[src/rtl/mem_access_ctrl.sv]
// -----------------------------------------------------------------------------
// mem_access_ctrl
//
// Memory-stage access controller. Turns the EX/MEM latch outputs into dcache
// requests, generates the shared pipeline-latch enable, and remembers a data
// access that finished while instruction fetch is still stalled, so that the
// access is not issued a second time. Halt is sticky until reset. A
// saturating counter records the cycles spent waiting on the dcache.
//
// Ports
//   CLK, nRST            clock (rising edge), asynchronous active-low reset
//   mem_dren/mem_dwen    load/store in MEM (both set -> store)
//   mem_addr/mem_wdata   byte address / store data from EX/MEM
//   mem_halt             halt instruction in MEM
//   ihit, dhit           icache hit / dcache access complete this cycle
//   dmemload             dcache read data, valid with dhit
//   dmemREN/dmemWEN      dcache read/write request
//   dmemaddr/dmemstore   dcache address / write data (passed through)
//   load_data            load result to the MEM/WB latch
//   pipe_en              enable for every pipeline latch
//   halt                 sticky halt to the caches
//   stall_cnt            saturating count of memory-stall cycles
//   dbg_state            current controller state (0 idle, 1 done, 2 halted)
//
// Handshake: a request (REN/WEN) is held constant with stable address/data
// until the cycle in which dhit is seen; the access completes in that cycle.
// -----------------------------------------------------------------------------
module mem_access_ctrl #(
  parameter int CNT_W = 16
) (
  input  logic             CLK,
  input  logic             nRST,
  input  logic             mem_dren,
  input  logic             mem_dwen,
  input  logic [31:0]      mem_addr,
  input  logic [31:0]      mem_wdata,
  input  logic             mem_halt,
  input  logic             ihit,
  input  logic             dhit,
  input  logic [31:0]      dmemload,
  output logic             dmemREN,
  output logic             dmemWEN,
  output logic [31:0]      dmemaddr,
  output logic [31:0]      dmemstore,
  output logic [31:0]      load_data,
  output logic             pipe_en,
  output logic             halt,
  output logic [CNT_W-1:0] stall_cnt,
  output logic [1:0]       dbg_state
);

  typedef enum logic [1:0] {
    S_IDLE   = 2'd0,
    S_DONE   = 2'd1,
    S_HALTED = 2'd2
  } state_t;

  state_t             state_q, state_d;
  logic [31:0]        ld_q, ld_d;
  logic [CNT_W-1:0]   cnt_q, cnt_d;

  logic               acc;
  logic               ren_raw, wen_raw, pipe_raw;

  assign acc = mem_dren | mem_dwen;

  always_comb begin
    state_d   = state_q;
    ld_d      = ld_q;
    cnt_d     = cnt_q;
    ren_raw   = 1'b0;
    wen_raw   = 1'b0;
    pipe_raw  = 1'b0;
    load_data = ld_q;

    unique case (state_q)
      S_IDLE: begin
        // A store wins when both enables are set.
        ren_raw  = mem_dren & ~mem_dwen;
        wen_raw  = mem_dwen;
        pipe_raw = ihit & (~acc | dhit);
        if (dhit) load_data = dmemload;
        if (dhit & mem_dren) ld_d = dmemload;
        // Access finished but fetch is not ready: park so it is not reissued.
        if (acc & dhit & ~ihit) state_d = S_DONE;
        // Outstanding miss: count it, saturating at all-ones.
        if (acc & ~dhit & (cnt_q != {CNT_W{1'b1}})) cnt_d = cnt_q + CNT_W'(1);
      end
      S_DONE: begin
        pipe_raw = ihit;
        if (ihit) state_d = S_IDLE;
      end
      S_HALTED: begin
        pipe_raw = 1'b0;
      end
      default: begin
        state_d = S_IDLE;
      end
    endcase

    // Halt takes effect only when the halt instruction actually advances.
    if (mem_halt & pipe_raw) state_d = S_HALTED;
  end

  always_ff @(posedge CLK or negedge nRST) begin
    if (!nRST) begin
      state_q <= S_IDLE;
      ld_q    <= 32'd0;
      cnt_q   <= '0;
    end else begin
      state_q <= state_d;
      ld_q    <= ld_d;
      cnt_q   <= cnt_d;
    end
  end

  // Requests and enable are forced low asynchronously while in reset.
  assign dmemREN   = nRST & ren_raw;
  assign dmemWEN   = nRST & wen_raw;
  assign pipe_en   = nRST & pipe_raw;
  assign dmemaddr  = mem_addr;
  assign dmemstore = mem_wdata;
  assign halt      = (state_q == S_HALTED);
  assign stall_cnt = cnt_q;
  assign dbg_state = state_q;

endmodule

[config.mk]
export PLATFORM = sky130hd
export DESIGN_NAME = mem_access_ctrl
export DESIGN_NICKNAME = d
export VERILOG_FILES = /design/src/rtl/mem_access_ctrl.sv
export SDC_FILE = /design/constraint.sdc
export NUM_CORES = 1
export LEC_CHECK = 0
export ABC_AREA = 1
export CAP_MARGIN = 20
export CORE_UTILIZATION = 30
export DETAILED_ROUTE_END_ITERATION = 12
export DONT_BUFFER_PORTS = 1
export HOLD_SLACK_MARGIN = 0.05
export PLACE_DENSITY = 0.54
export SLEW_MARGIN = 20
export SYNTH_ARGS = -nofsm -noshare
export SYNTH_HDL_FRONTEND = slang
export SYNTH_SLANG_ARGS = --single-unit
[constraint.sdc]
create_clock -name CLK -period 3.4 [get_ports CLK]
set_clock_uncertainty 0.2 [all_clocks]
set_input_delay 0.68 -clock CLK [delete_from_list [all_inputs] [get_ports CLK]]
set_output_delay 0.68 -clock CLK [all_outputs]
set_load 0.01 [all_outputs]
## After elaboration in Yosys (flattened, before gate mapping)

Cells that the tools add are included.

| cells by class | value |
|---|---|
| add/sub/neg operators | 1 |
| $mul | 0 |
| divide/modulo/power cells | 0 |
| $lt $le $gt $ge | 0 |
| equal/unequal tests | 6 |
| shift-type cells | 0 |
| muxes and demuxes | 9 |
| bitwise logic cells | 17 |
| reduce and logical (&&, ||, !) cells | 4 |

Operators with widths:

| cell | count |
|---|---|
| $mux 32 | 2 |
| $add 16x1->16 const B | 1 |
| $ne 16x16->1 const B | 1 |
| $and 1x1->1 | 11 |
| $mux 2 | 3 |
| $ne 3x3->1 const B | 2 |
| $pmux 2 s3 | 1 |
| $not 1->1 | 4 |
| $reduce_and 2->1 | 2 |
| $reduce_and 3->1 | 1 |
| $eq 2x1->1 const B | 1 |
| $eq 2x2->1 const B | 1 |
| $logic_not 2->1 | 1 |
| $mux 1 | 2 |
| $ne 2x1->1 const B | 1 |
| $or 1x1->1 | 2 |
| $pmux 1 s2 | 1 |

| storage, ports and cells | value |
|---|---|
| register bits | 50 |
| bits in latches | 0 |
| bits in writable memories | 0 |
| memory bits (read-only) | 0 |
| input bits | 103 |
| logic and storage cells | 40 |
| memories kept | 0 |

## Logic depth before layout (Yosys ltp)

Gate-level depths: netlist (run 1).

| depth | value |
|---|---|
| word-level depth | 8 |
| gate-level depth with buffers | 9 |
| gate-level depth less buffers | 8 |

## Least setup slack after synthesis (run 1)

Ideal clock, no wire load.

| path | value |
|---|---|
| kind | input to output |
| start | in dhit |
| end | out load_data[10] |
| data arrival time | 1438 ps |
| data required time | 2520 ps |
| setup slack | 1082 ps |
| stages | 5 |
| path buffers | 1 |
| cells stage by stage | inv_1 nor2_1 inv_2 clkbuf_1 o21ai_0 |

| between the ends | value |
|---|---|
| cells in the longest elaborated chain, start to end | 2 |

RTL lines:

| element | line | RTL |
|---|---|---|
| start, declared | 39 | `input logic dhit,` |
| $mux 32 | 82 | `if (dhit) load_data = dmemload;` |
| $mux 32 | 76 | `unique case (state_q)` |
| end, declared | 45 | `output logic [31:0] load_data,` |

Every way passes these cells.

## Final worst setup path (run 1)

| path | value |
|---|---|
| start | reg state_q[1], in the netlist dbg_state[1] |
| end | out load_data[3] |

| between the ends | value |
|---|---|
| cells in the longest elaborated chain, start to end | 2 |

RTL lines:

| element | line | RTL |
|---|---|---|
| start, declared | 58 | `state_t state_q, state_d;` |
| start signal, assigned | 111 | `state_q <= state_d;` |
| $logic_not 2->1 | 76 |  |
| $mux 32 | 76 |  |

Every way passes these cells.

==> results.cfg, run 1 <==
[run]
maxCapViolCount = 0

[critical_path]
cp-end-kind = primary output
worstPathArrival_ns = 2.13
crit_top_cell = nor2_1
startpoint_type = register
worstPathMaxFanout = 64
crit_type = register to primary output
required_ns = 2.52
cp_slowest_cell = o21ai_0
slowest_delay_ns = 0.57
crit_chain = nor2_1 > inv_1 > nor2_1 > inv_2 > o21ai_0

[floorplan]
rows = 37
die-area_mm2 = 0.01112
core_area_mm2 = 0.01037
initial_core_util_pct = 30.97
die_w_um = 105.5
pin_count = 221
die_y_um = 105.5

[power_and_ir_drop]
ir_worst_vdd_uv = 139.5
pwr_density_cell_mw_per_mm2 = 371.0
power_w = 0.001104
leakagePower_nw = 1.458

[sta]
post-route-min-period_ns = 3.006
maxSlewViolCount = 0
max_slew_margin_pct = 35.10
setup_viol = 0
max_freq_mhz = 332.6
worst_pin_slew_ns = 0.9701
hold_viol_final = 0
fin_tns_setup_ns = 0
period_share_pct = 88.42
rsz0062_at_grt = false

[grt]
gr-usage-all-layers_pct = 11.74
grt_pass1_vias = 2177
grt_start_max_net_pins = 65
antenna_found_initial = 0
grt_first_pass_wirelength_um = 10400
grt-ovfl-total = 0

[finish]
regArea_mm2 = 0.001251
layout_commonest_cell = nand2_1
multi_input_area_mm2 = 0.001216
fillers = 1139
drive_above_1_share_pct = 4.826
final_cells = 509
layout.nets = 477
area.growth.synth_to_final_pct = -7.324
num_antenna_cells = 0
layout_common_cells = 140 x nand2_1, 70 x o21ai_0, 50 x dfrtp_1, 49 x inv_1, 22 x nor2_1

[logic_synthesis]
synth-seq-cells = 50
syn_area_mm2 = 0.003212
yosysWarnings = 0
syn_nets = 546
postSynthCellCount = 442
yosysSeqAreaShare_pct = 38.96
synth.distinct_cells = 24
synth.avg_cell_area_um2 = 7.267

[placement]
dp.cells = 500
globalplace.congestion = 0.7751
io_buffers = 0
dp_hpwl_um = 4235

[outcome]
status = complete, no violations

[detailed_routing]
drt_first_pass_iters = 4
vias = 2312
drt_iter0_markers = 155
drc = 0
ant_nets = 0
wire_per_inst_um = 12.31
finalWirelength_um = 6267
via_per_inst = 4.542

[min_path]
hold_class = register to register

[clock_tree]
h-tree-depth = 2
cts_root_buffer = clkbuf_8
clkSlewWorstSetupHoldPaths_ns = 0.10
cts_hold_buf = 2
clock_path_buffers = 2
cts_tree = yes
ctsResizeCount = 0
clock-sinks = 50
clock_latency_ns = 0.30
post_cts_buffers = 0
cts_buffers = 5
## cells by family after synthesis
group	Yosys count	synth area share, %
compound gates	70	10.91
xor+xnor	8	2.182
fa+ha+maj	1	0.3895
buf+inv	129	23.18
flops	50	38.96
simple gates	184	24.39
## through the flow
step | hold slack [ns] | setup slack [ns] | area, µm² | utilization [%]
global route | 0.3150 | 0.1789 | 2977 | 28.70
CTS | 0.2993 | 0.3212 | 2977 | 28.70
finish | 0.2948 | 0.3938 | 2977 | 28.70
detailed placement | 0.1855 | 0.6174 | 2831 | 27.30
global placement | 0.1854 | 0.6511 | 2831 | 27.30
floorplan | 0.1844 | 1.082 | 3212 | -
## routing by layer
layer  GRT usage [%]  vias up  wire length [µm]
met5               0        -                 0
met4           4.728        0                84
met3           4.143       17               585
met2           19.31      123              2733
met1           13.91     1013              2863
li1                -     1159                 -
## synth_stat cells, drive strengths merged
library cell	number	area share, %
o21ai	70	11
xnor2	7	1.9
dfrtp	50	39
ha	1	0.39
buf	68	16
nor2	24	3.4
nand3	8	1.6
nand2	143	17
clkbuf	10	1.2
nor3	3	0.62
nand4	6	1.6
inv	51	6.0
xor2	1	0.27
## registers in the layout, indices dropped and copies added, names as in the netlist
register and count:
dbg_state 2, ld_q 32, stall_cnt 16
## power breakdown
group / switching [W] / total, W / leakage, nW / internal, W
clock: 0.000207 / 0.000424 / 0.0542 / 0.000217
combinational: 0.0000443 / 0.0000642 / 0.727 / 0.0000200
sequential: 0.00000798 / 0.000617 / 0.677 / 0.000609
## critical path, delay by kind of cell (launching register included)
family          cells  cell delay, ns
compound gates      1            0.57
flops               1            0.47
simple gates        2            0.33
buf+inv             2            0.46
## area by class of cell
| type | count | share of cell area, % |
|---|---|---|
| Sequential cell | 50 | 42.03 |
| Inverter | 51 | 6.515 |
| Clock buffer | 5 | 2.312 |
| Multi-Input combinational cell | 263 | 40.86 |
| Clock inverter | 2 | 1.303 |
| Timing Repair Buffer | 2 | 1.261 |
| Tap cell | 136 | 5.717 |
## final timing paths
kind | from | to | slack, ns | cells past startpoint
max in group asynchronous | nRST | ld_q[17] | 2.06 | 2
worst max register to register | dbg_state[1] | ld_q[12] | 1.19 | 5
worst min-delay path | ld_q[8] | ld_q[8] | 0.29 | 2
worst min register to register | ld_q[8] | ld_q[8] | 0.29 | 2
worst max-delay path | dbg_state[1] | load_data[3] | 0.39 | 5
min in group asynchronous | nRST | ld_q[3] | 0.72 | 2
No activity file was read; power rests on OpenSTA's default activity.
==> run 2: changes to the inputs <==
- CTS_CLUSTER_SIZE: not set -> 28
==> results of run 2 <==
Final layout, timing and power as in run 1 (identical DEF).
==> run 3: changes to the inputs <==
- CORE_MARGIN: not set -> 2
==> run 3 against run 2 <==
  * Design area grew 0.80%
  * Register-to-register slack gained 0.04 ns
  * Via count increased by 3.4%
  * Combinational power rose by 1%
  * Critical path depth up 2
  * Power rose by 2.3%
  * Largest cell class unchanged
  * Count of clock-buffer cells in the layout unchanged
  * Sequential power hardly changed
  * Non-clock buffer count increased by 2
  * Utilization grew 0.23 points
  * Largest power group unchanged
  * First-iteration DRC count grew 12%
==> results.cfg, run 3 (synthesis results as in run 1) <==
[outcome]
status = complete, no violations

[floorplan]
initial_core_util_pct = 30.97
rows = 37
die-area_mm2 = 0.01155
core_area_mm2 = 0.01037
pin_count = 221
die_y_um = 107.5
die_w_um = 107.5

[finish]
num_antenna_cells = 0
regArea_mm2 = 0.001251
multi_input_area_mm2 = 0.001216
largest_register_ffs = 32
layout_common_cells = 140 x nand2_1, 70 x o21ai_0, 50 x dfrtp_1, 49 x inv_1, 22 x nor2_1
layout.nets = 479
layout_commonest_cell = nand2_1
utilization_pct = 28.93
fillers = 1166
largest-register = ld_q
area.growth.synth_to_final_pct = -6.583
drive_above_1_share_pct = 5.585

[min_path]
hold_class = register to register

[sta]
maxSlewViolCount = 0
rsz0062_at_grt = false
setup_viol = 0
fin_tns_setup_ns = 0
max_slew_margin_pct = 37.34
post-route-min-period_ns = 2.984
worst_pin_slew_ns = 0.9366
hold_ws_ns = 0.2936
period_share_pct = 87.75
hold_viol_final = 0
max_freq_mhz = 335.2

[grt]
antenna_found_initial = 0
grt_start_max_net_pins = 65
grt-ovfl-total = 0
gr-usage-all-layers_pct = 11.40
grt_pass1_vias = 2243
grt_first_pass_wirelength_um = 10510

[clock_tree]
clock-sinks = 50
cts_root_buffer = clkbuf_8
cts_tree = yes
h-tree-depth = 2
post_cts_buffers = 0
clkSlewWorstSetupHoldPaths_ns = 0.10
clock_path_buffers = 2
cts_buffers = 5
clock_latency_ns = 0.31

[detailed_routing]
drt_first_pass_iters = 4
ant_nets = 0
drt_iter0_markers = 173
wire_per_inst_um = 12.66
finalWirelength_um = 6480
via_per_inst = 4.670
vias = 2391
drc = 0

[placement]
globalplace.congestion = 0.8107
io_buffers = 0
dp_hpwl_um = 4499

[critical_path]
worstPathMaxFanout = 50
cp-end-kind = primary output
startpoint_type = register
worstPathArrival_ns = 2.10
required_ns = 2.52
crit_type = register to primary output

[power_and_ir_drop]
leakagePower_nw = 1.471
pwr_density_cell_mw_per_mm2 = 376.5
ir_worst_vdd_uv = 177.0

[run]
maxCapViolCount = 0
==> run 3: cell count changes in the layout (fill, tap and decap cells not counted) <==
cell / change
inv_6: +1
buf_4: +2
==> run 3: critical path: stages (launching register included) <==
cell and delay (ns):
dfrtp_1 0.49, nor2_1 0.08, inv_1 0.13, nor2_1 0.09, inv_2 0.49, buf_4 0.28
nand2_1 0.05, o21ai_0 0.16
==> run 3: repair_timing <==
item	4_1_cts	5_1_grt
hold buffers	2	0
endpoints found under the setup margin	0	0
endpoints found under the hold margin	50	0
gates resized for setup	0	0
==> run 3: through the flow <==
stage          std cells  area [µm²]  power [W]  setup WS, ns
6_report             512        3000   0.001130        0.4164
5_1_grt              512        3000   0.001198        0.1512
4_1_cts              512        3000   0.001163        0.3777
3_5_place_dp         502        2846  0.0006778        0.6947
3_3_place_gp         502        2846  0.0006763        0.7341
2_1_floorplan        442        3212  0.0007449         1.082
==> run 3: cell type report <==
type / instances / area share (%)
Clock buffer: 5 / 2.294
Clock inverter: 3 / 1.585
Tap cell: 136 / 5.671
Sequential cell: 50 / 41.70
Inverter: 51 / 6.464
Multi-Input combinational cell: 263 / 40.53
Timing Repair Buffer: 4 / 1.751
==> run 3: final timing paths <==
path,slack (ns),cells past startpoint,endpoint,from
max,0.42,7,load_data[30],dbg_state[1]
min in group asynchronous,0.68,2,stall_cnt[3],nRST
max in group asynchronous,2.09,2,ld_q[24],nRST
min,0.29,2,ld_q[28],ld_q[28]
max reg2reg,1.23,5,ld_q[8],dbg_state[1]
min reg2reg,0.29,2,ld_q[28],ld_q[28]
==> run 3: power breakdown <==
group,switching [W],internal [W],leakage [nW]
Combinational,0.0000449,0.0000201,0.735
Clock,0.000224,0.000224,0.0587
Sequential,0.00000843,0.000609,0.677
==> run 3: layer usage <==
metal  global-route usage [%]  part of all wire [%]  vias to the layer above
met5                        0                     0                        -
met3                    3.874                   9.1                       12
met2                    17.99                    44                      102
met1                    14.34                    46                     1108
met4                    4.487                   1.0                        0
li1                         -                     -                     1169
